==> config.mk <==
export PLATFORM = sky130hd
export DESIGN_NAME = ftdi_rx_packetizer
export DESIGN_NICKNAME = d
export VERILOG_FILES = /design/src/rtl/ftdi_rx_packetizer.sv
export SDC_FILE = /design/constraint.sdc
export NUM_CORES = 1
export LEC_CHECK = 0
export ABC_AREA = 1
export BUFFER_PORTS_ARGS = -buffer_cell sky130_fd_sc_hd__clkbuf_2
export CAP_MARGIN = 20
export CORE_ASPECT_RATIO = 1.75
export CORE_MARGIN = 4
export CORE_UTILIZATION = 25
export CTS_BUF_LIST = sky130_fd_sc_hd__clkbuf_8
export CTS_CLUSTER_SIZE = 40
export DETAILED_ROUTE_END_ITERATION = 10
export GPL_ROUTABILITY_DRIVEN = 0
export PLACE_DENSITY = 0.39
export SYNTH_ARGS = -nofsm -noshare
export SYNTH_HDL_FRONTEND = slang
export SYNTH_SLANG_ARGS = --single-unit
==> constraint.sdc <==
create_clock -name clock -period 1.5 [get_ports clock]
set_input_delay 0.075 -clock clock [delete_from_list [all_inputs] [get_ports clock]]
set_output_delay 0.075 -clock clock [all_outputs]
set_load 0.01 [all_outputs]
==> src/rtl/ftdi_rx_packetizer.sv <==
// FT232H async 245-FIFO read front end: syncs RXF#, times the RD# strobe, captures ADBUS
// and presents bytes as a valid/ready stream framed into fixed-length packets.
module ftdi_rx_packetizer #(
  parameter int PKT_BYTES   = 128,
  parameter int RD_LOW_CYC  = 3,
  parameter int RD_HIGH_CYC = 5,
  parameter int TIMEOUT_CYC = 50000
) (
  input  logic       clock,
  input  logic       reset,
  input  logic       ftdi_rxf_n,
  output logic       ftdi_rd_n,
  input  logic [7:0] adbus_in,
  output logic [7:0] out_data,
  output logic       out_valid,
  input  logic       out_ready,
  output logic       out_first,
  output logic       out_last,
  output logic       pkt_done,
  output logic       rx_timeout,
  output logic [7:0] pkt_count
);
  localparam int IDX_W   = $clog2(PKT_BYTES);
  localparam int CNT_MAX = (RD_LOW_CYC > RD_HIGH_CYC) ? RD_LOW_CYC : RD_HIGH_CYC;
  localparam int CNT_W   = (CNT_MAX > 1) ? $clog2(CNT_MAX) : 1;
  localparam int TO_W    = $clog2(TIMEOUT_CYC + 1);

  localparam logic [CNT_W-1:0] LOW_LOAD  = CNT_W'(RD_LOW_CYC - 1);
  localparam logic [CNT_W-1:0] HIGH_LOAD = CNT_W'(RD_HIGH_CYC - 1);
  localparam logic [IDX_W-1:0] IDX_LAST  = IDX_W'(PKT_BYTES - 1);
  localparam logic [TO_W-1:0]  TO_LAST   = TO_W'(TIMEOUT_CYC - 1);

  typedef enum logic [1:0] {IDLE, RD_LOW, RD_HIGH} state_t;

  state_t           state, state_nx;
  logic [CNT_W-1:0] cnt, cnt_nx;
  logic             capture;
  logic             rxf_m, rxf_s;
  logic [IDX_W-1:0] byte_idx;
  logic [TO_W-1:0]  idle_cnt;
  logic             accept;

  assign accept = out_valid && out_ready;

  always_ff @(posedge clock) begin
    if (reset) begin
      rxf_m <= 1'b1;
      rxf_s <= 1'b1;
    end else begin
      rxf_m <= ftdi_rxf_n;
      rxf_s <= rxf_m;
    end
  end

  always_ff @(posedge clock) begin
    if (reset) begin
      state     <= IDLE;
      cnt       <= '0;
      ftdi_rd_n <= 1'b1;
    end else begin
      state     <= state_nx;
      cnt       <= cnt_nx;
      // Registered strobe: low exactly while the FSM sits in RD_LOW.
      ftdi_rd_n <= (state_nx != RD_LOW);
    end
  end

  always_comb begin
    state_nx = state;
    cnt_nx   = cnt;
    capture  = 1'b0;
    case (state)
      IDLE: begin
        if (!rxf_s && !out_valid) begin
          state_nx = RD_LOW;
          cnt_nx   = LOW_LOAD;
        end
      end
      RD_LOW: begin
        if (cnt == '0) begin
          capture  = 1'b1;
          state_nx = RD_HIGH;
          cnt_nx   = HIGH_LOAD;
        end else begin
          cnt_nx = cnt - 1'b1;
        end
      end
      RD_HIGH: begin
        if (cnt == '0) state_nx = IDLE;
        else           cnt_nx   = cnt - 1'b1;
      end
      default: state_nx = IDLE;
    endcase
  end

  always_ff @(posedge clock) begin
    if (reset) begin
      out_data  <= '0;
      out_valid <= 1'b0;
      out_first <= 1'b0;
      out_last  <= 1'b0;
      pkt_done  <= 1'b0;
      pkt_count <= '0;
    end else begin
      pkt_done <= accept && out_last;
      if (accept) begin
        out_valid <= 1'b0;
        if (out_last) pkt_count <= pkt_count + 8'd1;
      end
      // Reads only start with out_valid low, so capture never overlaps accept.
      if (capture) begin
        out_data  <= adbus_in;
        out_valid <= 1'b1;
        out_first <= (byte_idx == '0);
        out_last  <= (byte_idx == IDX_LAST);
      end
    end
  end

  always_ff @(posedge clock) begin
    if (reset) begin
      byte_idx   <= '0;
      idle_cnt   <= '0;
      rx_timeout <= 1'b0;
    end else begin
      rx_timeout <= 1'b0;
      if (capture) begin
        byte_idx <= (byte_idx == IDX_LAST) ? '0 : byte_idx + 1'b1;
        idle_cnt <= '0;
      end else if (byte_idx == '0) begin
        idle_cnt <= '0;
      end else if (state == IDLE && !out_valid) begin
        if (idle_cnt == TO_LAST) begin
          byte_idx   <= '0;
          idle_cnt   <= '0;
          rx_timeout <= 1'b1;
        end else begin
          idle_cnt <= idle_cnt + 1'b1;
        end
      end
    end
  end
endmodule

==> out/results.ini <==
[status]
outcome = completed

[cells_and_area]
nNetsFinal = 453
area_growth_pct = 32.5
fin_util = 0.343
layout-drive-gt1-share = 0.313
final_area_um2 = 3440
antenna_cells = 0
final_common_cell = nand2_1
final_cell_mix = nand2_1 (57), nor2_1 (52), dfxtp_1 (46)

[setup_path]
reg2reg_from = state[0]
critPathCaptureType = register
arrival_ns = 1.63
critPathRequiredTime_ns = 1.71
crit_path_start_kind = register
rr_worst_depth = 8
reg2reg_slack_ns = 0.08
setup.worst_path.class = register to register
rr_endpoint = idle_cnt[4]
worst-path-max-fanout = 6

[grt]
grt_pass1_vias = 2366
grt_pass1_wl_um = 11200
grt_overflow = 0
grt_max_degree = 18
grtUsageTotal = 0.115
antenna_found_initial = 0

[power_and_ir_drop]
ir_drop_v = 0.000536
finalPower_w = 0.00280
power.density_nw_per_um2 = 815
leakage_nw = 1.42

[logic_synthesis]
yosysSeqAreaShare = 0.402
syn_inst = 354
synth_warnings = 0
ys_ff_latch = 52
netlist.area_leader.share = 0.402
syn-num-nets = 376
syn_area_per_cell_um2 = 7.32
netlist_area_um2 = 2590
ys_types = 36
yosys.area.top_type = dfxtp_1
ys_top_cells_by_area = dfxtp_1 (40%), nand2_1 (8.7%), nor2_1 (8.3%)

[floorplan]
ios = 34
dieArea_um2 = 12100
die_w_um = 85.0
initial_utilization = 0.258
die_y_um = 143
core.rowCount = 48
core_um2 = 10000

[timing]
clock_skew_ns = 0.00825
hold_viol = 0
relSlewSlack = 0.776
fmax_mhz = 703
min_period_ns = 1.42
rsz0062_at_grt = yes
report.final.slew_viol_count = 0
period_share = 0.948
worstMarginPinSlew_ns = 0.335
setup_slack_ns = 0.0780
whs_ns = 0.0384
setup_viol = 0

[route]
drc_errors = 0
dr_total_vias = 2425
drt_iter0_markers = 56
ant_nets = 0
vias_per_cell = 4.35
wire_per_inst_um = 12.0
wl_um = 6680
firstDrtPassIters = 4

[clock_tree]
ctsLongestPathBuffers = 2
cts.sinks = 52
root_buffer = clkbuf_8
cts_tree = built
cts_buffers = 5
clk_pin_slew_worst_paths_ns = 0.10
htreeDepth = 2
insertion_delay_ns = 0.31

[flow_run]
max_cap_viol_count = 0

[placed_design]
post-dp-hpwl_um = 5100
dpl_cell_area_um2 = 3090
pre_cts_slack_ns = -0.0715
port-buffer-count = 33

[min_path]
holdCritStartpoint = out_ready
min_to = out_valid
hold_path_class = primary input to register
whs_path_depth = 4

[metal layers]
| layer | vias up | share of wire | global-route usage |
|---|---|---|---|
| met1 | 1095 | 0.40 | 0.121 |
| met4 | 0 | 0.018 | 0.0425 |
| met2 | 26 | 0.56 | 0.222 |
| li1 | 1296 | - | - |
| met5 | - | 0 | 0 |
| met3 | 8 | 0.021 | 0.0208 |
[area by class of cell]
class / instances / area, um2
fillers: 1079 / 6590
multi-input cells: 249 / 1440
flip-flops and latches: 52 / 1050
repair buffers: 75 / 519
inverters: 48 / 180
well taps: 125 / 156
clock buffers: 5 / 68.8
clock inverters: 3 / 20.0
[where the power goes]
part	internal, W	switching (W)	leakage, nW
sequential	0.00143	0.0000276	0.423
combinational	0.000232	0.000287	0.947
clock	0.000327	0.000499	0.0455
total	0.00199	0.000813	1.42
[metrics by stage]
stage               cells  TNS [ns]
floorplan             354         0
global placement      531   -0.0874
CTS                   551  -0.00905
global route          557    -0.196
finish                557         0
detailed placement    531    -0.519
[state kept, by name, indices dropped and copies added, names as in the netlist]
name and count:
pkt_done 1, out_last 1, out_valid 1, byte_idx 7, out_first 1, cnt 3, rxf_s 1, ftdi_rd_n 1
idle_cnt 16, rx_timeout 1, state 2, rxf_m 1, pkt_count 8, out_data 8
[how the worst max path moves through the flow]
stage             start            to  slack [ns]  cells past startpoint
2_1_floorplan  state[0]  idle_cnt[15]        0.05                     11
6_report       state[0]   idle_cnt[4]        0.08                      8
3_5_place_dp   state[0]        cnt[2]       -0.07                      8
5_1_grt        state[1]  idle_cnt[14]       -0.04                      9
4_1_cts        state[1]   byte_idx[3]      -0.009                      8
3_3_place_gp   state[0]        cnt[2]       -0.04                      8
[synthesized netlist by cell type, drive strengths merged]
| cell type | count |
|---|---|
| a211oi | 3 |
| a21oi | 24 |
| a31o | 2 |
| and2 | 1 |
| buf | 3 |
| clkbuf | 2 |
| clkinv | 3 |
| dfxtp | 52 |
| ha | 10 |
| inv | 45 |
| nand2 | 64 |
| nand3 | 31 |
| nand4 | 6 |
| nor2 | 65 |
| nor3 | 6 |
| nor3b | 2 |
| o211ai | 1 |
| o21a | 2 |
| o21ai | 21 |
| o21bai | 1 |
| o221ai | 1 |
| o31ai | 1 |
| or2 | 2 |
| xnor2 | 1 |
| xor2 | 5 |
[critical path, stage by stage, from the launching register on]
cell     delay [ns]
dfxtp_2        0.35
inv_2          0.07
ha_4           0.15
nand2_2        0.11
nor3b_2        0.23
and2_4         0.21
nor2_8         0.05
inv_2          0.11
nor2_1         0.05
[logic make-up after synthesis]
kind of cell | Yosys count | share of synthesized area
compound gates | 56 | 0.122
xor+xnor | 6 | 0.0203
fa+ha+maj | 10 | 0.0483
buf+inv | 53 | 0.0777
flops | 52 | 0.402
simple gates | 177 | 0.331
[timing repair]
action                     in CTS  in global routing
hold buffers                    9                  0
setup endpoints to repair      20                 29
pin swaps                       4                  9
hold endpoints to repair        9                  0
setup buffers                   3                  6
gates resized for setup        11                 31
No activity file was read; power rests on OpenSTA's default activity.
